$ cat config.mk
export PLATFORM = sky130hd
export DESIGN_NAME = panda_mem_arbiter
export DESIGN_NICKNAME = d
export VERILOG_FILES = /design/src/rtl/panda_mem_arbiter.sv
export SDC_FILE = /design/constraint.sdc
export NUM_CORES = 1
export LEC_CHECK = 0
export ABC_CLOCK_PERIOD_IN_PS = 2450
export CAP_MARGIN = 20
export CORE_AREA = 10 10 100 102
export DETAILED_ROUTE_END_ITERATION = 8
export DIE_AREA = 0 0 110 112
export HOLD_SLACK_MARGIN = 0.1
export PLACE_DENSITY = 0.81
export SLEW_MARGIN = 40
export SYNTH_ARGS = -nofsm -noshare
export SYNTH_HDL_FRONTEND = slang
export SYNTH_SLANG_ARGS = --single-unit
$ cat constraint.sdc
create_clock -name clk_i -period 2.45 [get_ports clk_i]
set_clock_uncertainty 0.15 [all_clocks]
set_input_delay 0.49 -clock clk_i [delete_from_list [all_inputs] [get_ports clk_i]]
set_output_delay 0.49 -clock clk_i [all_outputs]
set_load 0.005 [all_outputs]
$ cat src/rtl/panda_mem_arbiter.sv
// ---------------------------------------------------------------------------
// panda_mem_arbiter
//
// Shares one OBI-style memory port between the Panda core's instruction
// fetch port and its load-store port. Arbitration is round-robin; once a
// requester has been presented to memory without being accepted, that
// decision is held until memory grants it. A small in-order ownership FIFO
// remembers who issued each accepted transaction, so every response is
// steered back to the port that asked for it.
//
// Parameters:
//   MaxOutstanding  maximum accepted-but-unanswered transactions (>= 1)
//
// Ports:
//   clk_i, rst_ni                 clock, synchronous active-low reset
//   instr_req_i / instr_addr_i    fetch request and address
//   instr_gnt_o                   fetch request accepted this cycle
//   instr_rvalid_o/instr_rdata_o  fetch response
//   data_req_i / data_addr_i      LSU request and address
//   data_we_i/data_be_i/data_wdata_i  LSU store attributes
//   data_gnt_o                    LSU request accepted this cycle
//   data_rvalid_o/data_rdata_o    LSU response (loads and stores)
//   mem_req_o .. mem_wdata_o      shared memory request channel
//   mem_gnt_i                     memory accepted the request
//   mem_rvalid_i / mem_rdata_i    in-order memory response
// ---------------------------------------------------------------------------
module panda_mem_arbiter #(
    parameter int unsigned MaxOutstanding = 2
) (
    input  logic        clk_i,
    input  logic        rst_ni,

    input  logic        instr_req_i,
    input  logic [31:0] instr_addr_i,
    output logic        instr_gnt_o,
    output logic        instr_rvalid_o,
    output logic [31:0] instr_rdata_o,

    input  logic        data_req_i,
    input  logic [31:0] data_addr_i,
    input  logic        data_we_i,
    input  logic [3:0]  data_be_i,
    input  logic [31:0] data_wdata_i,
    output logic        data_gnt_o,
    output logic        data_rvalid_o,
    output logic [31:0] data_rdata_o,

    output logic        mem_req_o,
    output logic [31:0] mem_addr_o,
    output logic        mem_we_o,
    output logic [3:0]  mem_be_o,
    output logic [31:0] mem_wdata_o,
    input  logic        mem_gnt_i,
    input  logic        mem_rvalid_i,
    input  logic [31:0] mem_rdata_i
);

    localparam int unsigned PtrW = (MaxOutstanding > 1) ? $clog2(MaxOutstanding) : 1;
    localparam int unsigned CntW = $clog2(MaxOutstanding + 1);

    typedef enum logic {
        OWNER_INSTR = 1'b0,
        OWNER_DATA  = 1'b1
    } owner_e;

    owner_e                    last_q;
    owner_e                    lock_owner_q;
    owner_e                    owner;
    logic                      lock_q;
    logic                      owner_req;
    logic [MaxOutstanding-1:0] fifo_q;
    logic [PtrW-1:0]           rd_ptr_q;
    logic [PtrW-1:0]           wr_ptr_q;
    logic [CntW-1:0]           count_q;
    logic                      fifo_full;
    logic                      fifo_empty;
    logic                      grant;
    logic                      pop;
    logic                      head_is_data;

    // Pointers wrap at MaxOutstanding, which need not be a power of two.
    function automatic logic [PtrW-1:0] ptr_inc(input logic [PtrW-1:0] p);
        return (p == PtrW'(MaxOutstanding - 1)) ? '0 : p + 1'b1;
    endfunction

    // Owner selection: a held (locked) decision wins outright; otherwise a
    // lone requester wins, and a tie goes to whoever was not granted last.
    always_comb begin
        owner = OWNER_INSTR;
        if (lock_q) begin
            owner = lock_owner_q;
        end else if (instr_req_i && data_req_i) begin
            owner = (last_q == OWNER_INSTR) ? OWNER_DATA : OWNER_INSTR;
        end else if (data_req_i) begin
            owner = OWNER_DATA;
        end
    end

    assign owner_req  = (owner == OWNER_DATA) ? data_req_i : instr_req_i;
    assign fifo_full  = (count_q == CntW'(MaxOutstanding));
    assign fifo_empty = (count_q == '0);

    // The full check uses the registered count only, so a pop in the same
    // cycle never frees a slot early; the waiting request goes next cycle.
    assign mem_req_o   = (instr_req_i | data_req_i) & ~fifo_full & rst_ni;
    assign grant       = mem_req_o & mem_gnt_i;
    assign instr_gnt_o = grant & (owner == OWNER_INSTR);
    assign data_gnt_o  = grant & (owner == OWNER_DATA);

    // Responses with nothing outstanding are dropped rather than routed.
    assign pop            = mem_rvalid_i & ~fifo_empty & rst_ni;
    assign head_is_data   = fifo_q[rd_ptr_q];
    assign instr_rvalid_o = pop & ~head_is_data;
    assign data_rvalid_o  = pop & head_is_data;
    assign instr_rdata_o  = mem_rdata_i;
    assign data_rdata_o   = mem_rdata_i;

    // Request channel mux. Fetches are always full-word reads, so their
    // write attributes are forced to a benign read.
    always_comb begin
        mem_addr_o  = instr_addr_i;
        mem_we_o    = 1'b0;
        mem_be_o    = 4'hF;
        mem_wdata_o = '0;
        if (owner == OWNER_DATA) begin
            mem_addr_o  = data_addr_i;
            mem_we_o    = data_we_i;
            mem_be_o    = data_be_i;
            mem_wdata_o = data_wdata_i;
        end
    end

    // Arbitration state and ownership FIFO. A grant records the winner for
    // fairness and queues it for response routing; an unaccepted request
    // locks the decision so the memory sees a stable request. If the locked
    // requester withdraws, the lock is released instead of re-armed.
    always_ff @(posedge clk_i) begin
        if (!rst_ni) begin
            last_q       <= OWNER_DATA;
            lock_q       <= 1'b0;
            lock_owner_q <= OWNER_INSTR;
            fifo_q       <= '0;
            rd_ptr_q     <= '0;
            wr_ptr_q     <= '0;
            count_q      <= '0;
        end else begin
            if (grant) begin
                lock_q           <= 1'b0;
                last_q           <= owner;
                fifo_q[wr_ptr_q] <= (owner == OWNER_DATA);
                wr_ptr_q         <= ptr_inc(wr_ptr_q);
            end else if (lock_q && !owner_req) begin
                lock_q <= 1'b0;
            end else if (mem_req_o) begin
                lock_q       <= 1'b1;
                lock_owner_q <= owner;
            end

            if (pop) begin
                rd_ptr_q <= ptr_inc(rd_ptr_q);
            end

            if (grant && !pop) begin
                count_q <= count_q + 1'b1;
            end else if (pop && !grant) begin
                count_q <= count_q - 1'b1;
            end
        end
    end

`ifndef SYNTHESIS
    // Protocol checks on the surrounding blocks; reported as warnings since
    // the arbiter itself recovers from both cases.
    rvalid_without_outstanding: assert property (
        @(posedge clk_i) disable iff (!rst_ni) !(mem_rvalid_i && fifo_empty))
        else $warning("panda_mem_arbiter: mem_rvalid_i with no outstanding transaction");

    locked_request_dropped: assert property (
        @(posedge clk_i) disable iff (!rst_ni) !(lock_q && !owner_req))
        else $warning("panda_mem_arbiter: locked requester dropped its request");
`endif

endmodule

After elaboration in Yosys (flattened, before gate mapping)
Cells that the tools add are included.
Widths: inputs -> output; s select.
{"block": "word_totals", "ff_bits": 9, "out_inout_bits": 138, "word_cells": 62}
{"block": "classes", "addsub": 4, "n_lt_le_gt_ge": 3, "eq_ne": 1, "n_mux": 18, "n_bitwise": 17, "n_reduce_logical": 12}
{"op": "$mux 32", "n": 2}
{"op": "$mux 1", "n": 11}
{"op": "$and 1x1->1", "n": 9}
{"op": "$not 1->1", "n": 7}
{"op": "$logic_and 1x1->1", "n": 5}
{"op": "$lt 1x2->1 const B", "n": 2}
{"op": "$mux 2", "n": 2}
{"op": "$mux 4", "n": 1}
{"op": "$logic_not 1->1", "n": 3}
{"op": "$reduce_and 3->1", "n": 1}
{"op": "$reduce_or 3->1", "n": 1}
{"op": "$add 1x1->1 const B", "n": 2}
{"op": "$add 2x1->2 const B", "n": 1}
{"op": "$bwmux 2", "n": 1}
{"op": "$eq 2x2->1 const B", "n": 1}
{"op": "$logic_not 2->1", "n": 1}
{"op": "$reduce_bool 2->1", "n": 1}
{"op": "$sub 2x1->2 const B", "n": 1}
{"op": "$demux 1 s1", "n": 1}
{"op": "$ge 1x1->1 const B", "n": 1}
{"op": "$or 1x1->1", "n": 1}

Logic depth before layout (Yosys ltp)
Gate-level depths: netlist of the first run.
{"block": "logic_depth", "ltp_word": 9, "ltp_mapped": 8}

Worst setup path after synthesis of the first run
Ideal clock, no wire load.
{"block": "synth_timing", "path_type": "input -> output", "from": "input port data_req_i", "to": "output port mem_addr_o[14]", "arrival_time_ps": 1462, "setup_slack_ps": 348, "stages": 5, "path_buffers": 2, "path_cell_list": "nor2b_2 > a22oi_2 > buf_4 > buf_6 > mux2_1"}
{"block": "synth_via", "elab_chain_len": 4, "elab_cells_between_ends": 5, "cone_classes": "mux: 4; reduce/logical: 1"}
{"item": "start, declared", "line_no": "39", "text": "input logic data_req_i,"}
{"item": "$mux 1 / $logic_and 1x1->1 (equally long branches)", "line_no": "94, 92"}
{"item": "$mux 1 (*)", "line_no": "92", "text": "end else if (instr_req_i && data_req_i) begin"}
{"item": "$mux 1 (*)", "line_no": "90", "text": "if (lock_q) begin"}
{"item": "$mux 32 (*)", "line_no": "125", "text": "if (owner == OWNER_DATA) begin"}
{"item": "end, declared", "line_no": "49", "text": "output logic [31:0] mem_addr_o,"}
Mark *: on every way between the ends. The rest lies on a longest branch, timed or not.

Worst setup path after layout of the first run
{"block": "layout_timing", "from": "input port data_req_i", "to": "output port mem_addr_o[25]"}
Same word-level chain as after synthesis.

==> results of run 1 <==
layout make-up:
class | count | share of cell area, %
flip-flops and latches | 9 | 5.46
repair buffers | 215 | 61.0
multi-input cells | 111 | 27.8
inverters | 5 | 0.553
clock buffers | 4 | 1.33
well taps | 105 | 3.87
cells in the mapped netlist (2+ instances only):
cell type,number
buf_4,65
a31oi_1,2
buf_6,2
or2_2,5
mux2i_1,2
dfxtp_1,9
buf_2,4
nor2b_1,37
a21oi_1,4
nor2_1,5
nor3_1,2
o211ai_1,2
clkbuf_1,2
mux2_1,17
inv_1,4
xor2_1,3
mux2_2,15
a311oi_1,3
per-stage QoR:
stage               setup TNS (ns)  cell area (um^2)
CTS                        -0.0374              3430
detailed placement          -42.41              3120
global route               -0.0964              3390
floorplan                        0              1620
finish                     -0.0141              3390
global placement            -39.73              3120
report_power, final:
part           switching [mW]  internal [mW]
Clock                  0.0652          0.114
Combinational           0.320          0.575
Sequential             0.0201          0.167
critical path: stages:
cell and delay (ns):
buf_8 0.10, nor2b_4 0.12, a22oi_2 0.18, buf_6 0.18
buf_12 0.11, buf_12 0.12, buf_6 0.10, mux2_4 0.29
buf_6 0.12
cell families after synthesis:
logic type / count (synthesis)
adder cells (fa/ha/maj): 1
XOR/XNOR: 3
AND/OR/NAND/NOR: 56
buffers and inverters: 78
AO/OA/AOI/OAI: 17
multiplexers: 34
flip-flops: 9
path summary, 6_finish.rpt:
check | startpoint | cells after the start | to | slack [ns]
setup / recovery | data_req_i | 9 | mem_addr_o[25] | -0.01
hold / removal | wr_ptr_q$_SDFFE_PN0P_ | 2 | wr_ptr_q$_SDFFE_PN0P_ | 0.37
setup reg to reg | count_q[0]$_SDFFE_PN0P_ | 6 | count_q[1]$_SDFFE_PN0P_ | 0.46
hold reg to reg | wr_ptr_q$_SDFFE_PN0P_ | 2 | wr_ptr_q$_SDFFE_PN0P_ | 0.37
registers in the layout, summed over array words and instances, names as in the netlist:
name	count
count_q	2
fifo_q	2
last_q	1
lock_owner_q	1
lock_q	1
rd_ptr_q	1
wr_ptr_q	1
routing by layer:
layer | global-route usage [%] | part of all wire (%) | vias up | routed length (um)
li1 | - | - | 891 | -
met1 | 18.2 | 38 | 885 | 4080
met2 | 24.1 | 43 | 174 | 4600
met3 | 12.2 | 18 | 8 | 1920
met4 | 1.74 | 0.46 | 0 | 49
met5 | 0 | 0 | - | 0
what timing repair did:
action	in CTS	in global routing
setup endpoints to repair	74	38
resized for setup	294	15
pin swaps	1	0
gates cloned	9	0
setup buffers	16	1
==> flow_summary.toml, run 1 <==
[cts]
cts_tree = "built"
clock_sinks = 9
clk_pin_slew_worst_paths_ns = 0.05
root_buffer = "clkbuf_8"
clk_latency_ns = 0.24
h-tree-depth = 1
numCtsBuffers = 3
holdBufCountCts = 0
clock_path_buffers = 2

[worst_setup_path]
critPathMaxFanout = 6
required_ns = 1.81
crit_arrival_ns = 1.82
critPathCaptureType = "primary output"
path_class = "primary input to primary output"
start_kind = "primary input"

[drt]
drtAntennaViolNets = 0
drc = 0
drtIter0Drc = 58
routed_wl_um = 10600
routedWlPerCell_um = 23.7
drtPass1Iterations = 4
viasPerCell = 4.36
num_vias = 1958

[synthesis]
ys_top_cells_by_area = "buf_4 (30%), nor2b_1 (14%), mux2_1 (12%), dfxtp_1 (11%), mux2_2 (10%)"
synth-simple-area-share_pct = 20.7
muxShareOfSynthArea_pct = 23.5
synth_top_area_cell = "buf_4"
ys_dominant_reg_cell = "dfxtp_1"
synth_top_family_by_area = "buffers and inverters"
synth_cell_types = 33
syn_nets = 338
yosys_warnings = 0
syn_avg_cell_area_um2 = 8.16
synth.ff_latch_count = 9
async_flop_share_pct = 0
synth_seq_area_share_pct = 11.1
synth_edf_count = 0
syn_inst = 198
synthAdderAreaFrac_pct = 0.774
synthesis.area_um2 = 1620
yosysTopAreaCellShare_pct = 30.2
synth_xor_area_share_pct = 1.63
synth_compound_area_share_pct = 7.74

[cells_and_area]
syn_to_final_growth_pct = 110
final_nets = 485
layout_common_cells = "clkdlybuf4s50_1 (105), buf_2 (51), nor2b_1 (33)"
final_util_pct = 42.1
fin_cells = 449
final_common_cell = "clkdlybuf4s50_1"
nFillCells = 805
diodes = 0
drive_above_1_share_pct = 39.8
multiInputGateArea_um2 = 942
ff_latch_area_um2 = 185

[floorplan]
ioPinCount = 277
initial_core_util_pct = 20.1
rows = 33
die_w_um = 110
core_area_um2 = 8050
chipHeight_um = 112
dieArea_um2 = 12300

[placement]
dp_hpwl_um = 8230
detailedPlace.worstSlack_ns = -0.687
numPortBuffers = 180
gp_congestion = 0.872
place_inst = 421

[sta]
tightestPinTransition_ns = 0.408
finalSetupViolCount = 2
fmax_ghz = 0.406
relSlewSlack_pct = 72.6
finalCritPeriodShare_pct = 100
rsz0062_at_grt = "yes"
maxSlewViolCount = 0
holdWs_ns = 0.374
post-route-min-period_ns = 2.46
hold_violations = 0
setup_ws_ns = -0.0107

[global_route]
antenna_found_initial = 0
overflow = 0
grt_max_degree = 10
track_usage_pct = 16.0
grt_pass1_wl_um = 14900
grt_pass1_vias = 2192

[power]
powerDensity_nw_per_um2 = 372
ir_worst_vdd_mv = 0.301
p_total_mw = 1.26
leakage_nw = 1.53

[outcome]
status = "finished, violations left"
violations = "negative setup slack"

[hold_path]
hold_path.class = "register to register"

[job]
cap_violations = 0
Power figures use the tool's default switching activity.
==> run 2, diff against run 1 <==
--- a/config.mk
+++ b/config.mk
@@ -8,6 +8,7 @@
 export ABC_CLOCK_PERIOD_IN_PS = 2450
 export CAP_MARGIN = 20
 export CORE_AREA = 10 10 100 102
+export CTS_BUF_LIST = sky130_fd_sc_hd__clkbuf_16
 export DETAILED_ROUTE_END_ITERATION = 8
 export DIE_AREA = 0 0 110 112
 export HOLD_SLACK_MARGIN = 0.1
==> run 2 against run 1 <==
- clock power is 64% higher
- largest cell class unchanged
- critical path depth down 1
- combinational power fell by 4.1%
- the run now ends clean
- register-to-register slack about the same
- maximum frequency grew 0.52%
- wire length down 1.4%
- utilization shrank 0.56 points
- non-clock buffer count down 4
==> flow_summary.toml, run 2 (synthesis results as in run 1) <==
[sta]
fmax_ghz = 0.408
tightestPinTransition_ns = 0.401
finalCritPeriodShare_pct = 99.9
rsz0062_at_grt = "yes"
relSlewSlack_pct = 73.1
setup_tns_ns = 0
finalSetupViolCount = 0
maxSlewViolCount = 0
hold_violations = 0
post-route-min-period_ns = 2.45

[drt]
drtPass1Iterations = 4
routed_wl_um = 10500
drtIter0Drc = 55
drc = 0
viasPerCell = 4.37
drtAntennaViolNets = 0
num_vias = 1945
routedWlPerCell_um = 23.6

[floorplan]
dieArea_um2 = 12300
initial_core_util_pct = 20.1
core_area_um2 = 8050
chipHeight_um = 112
ioPinCount = 277
die_w_um = 110
rows = 33

[cells_and_area]
nFillCells = 793
multiInputGateArea_um2 = 925
final_common_cell = "clkdlybuf4s50_1"
layout_common_cells = "clkdlybuf4s50_1 (107), buf_2 (46), nor2b_1 (33)"
final_nets = 481
reg.largest.list = "count_q x2, fifo_q x2"
diodes = 0
ff_latch_area_um2 = 181
drive_above_1_share_pct = 37.6
fin_cells = 445
syn_to_final_growth_pct = 107

[placement]
gp_congestion = 0.872
numPortBuffers = 180
place_inst = 421
dp_hpwl_um = 8230

[global_route]
grt_max_degree = 10
grt_pass1_wl_um = 14700
grt_pass1_vias = 2171
overflow = 0
antenna_found_initial = 0
track_usage_pct = 15.8

[cts]
clk_pin_slew_worst_paths_ns = 0.04
numCtsBuffers = 3
cts_tree = "built"
holdBufCountCts = 0
root_buffer = "clkbuf_16"
clock_sinks = 9
clock_path_buffers = 2
clk_latency_ns = 0.24
h-tree-depth = 1

[worst_setup_path]
required_ns = 1.81
crit_arrival_ns = 1.81
critPathCaptureType = "primary output"
critPathMaxFanout = 5
start_kind = "primary input"
path_class = "primary input to primary output"

[power]
p_total_mw = 1.34
powerDensity_nw_per_um2 = 401
leakage_nw = 1.49
ir_worst_vdd_mv = 0.388

[hold_path]
hold_path.class = "register to register"

[outcome]
status = "finished clean"

[job]
cap_violations = 0
## run 2: cell types whose count changed in the layout (fill, tap and decap cells not counted), sizes merged
cell           before  now
inv                 4    5
dlygate4sd2         9    6
clkdlybuf4s15       5    6
clkbuf              7   10
clkdlybuf4s50     105  107
buf                93   85
## run 2: metal layers
| metal | track usage, % | wire (um) | vias up |
|---|---|---|---|
| li1 | - | - | 883 |
| met1 | 17.4 | 3930 | 872 |
| met2 | 23.9 | 4540 | 181 |
| met3 | 12.1 | 1940 | 9 |
| met4 | 2.26 | 90 | 0 |
| met5 | 0 | 0 | - |
## run 2: final timing paths
path | startpoint | slack [ns] | cells past startpoint | end
min | lock_owner_q$_SDFFE_PN0P_ | 0.37 | 2 | lock_owner_q$_SDFFE_PN0P_
max reg2reg | count_q[0]$_SDFFE_PN0P_ | 0.46 | 7 | count_q[1]$_SDFFE_PN0P_
max | data_req_i | 0.002 | 8 | mem_addr_o[2]
min reg2reg | lock_owner_q$_SDFFE_PN0P_ | 0.37 | 2 | lock_owner_q$_SDFFE_PN0P_
## run 2: metrics by stage
step | utilization [%] | setup slack, ns | hold slack (ns) | cell area [um^2]
6_report | 41.6 | 0.00195 | 0.370 | 3350
5_1_grt | 41.6 | -0.0355 | 0.410 | 3350
4_1_cts | 42.5 | -0.0248 | 0.369 | 3420
3_5_place_dp | 38.7 | -0.687 | 0.364 | 3120
3_3_place_gp | 38.7 | -0.647 | 0.346 | 3120
2_1_floorplan | - | 0.348 | 0.330 | 1620
## run 2: worst max-delay path, stage by stage
cell and delay, ns:
buf_6 0.10, nor2b_4 0.12, a22oi_2 0.22, buf_6 0.19, buf_12 0.11, buf_16 0.11, mux2_2 0.34, buf_6 0.12
## run 2: power by group
part,total (mW),internal [mW],switching (mW)
Combinational,0.859,0.549,0.311
Clock,0.294,0.214,0.0800
Sequential,0.188,0.167,0.0209
Total,1.34,0.930,0.412
## run 2: area by class of cell
class | count | share of cell area, %
clock buffers | 3 | 2.24
clock inverters | 1 | 0.112
inverters | 5 | 0.561
multi-input cells | 111 | 27.6
flip-flops and latches | 9 | 5.42
well taps | 105 | 3.93
repair buffers | 211 | 60.1
## run 2: repair_timing
item,in CTS,in global routing
gates resized for setup,273,25
endpoints found under the setup margin,74,53
cloned,9,0
pin swaps,2,1
setup buffers,15,0
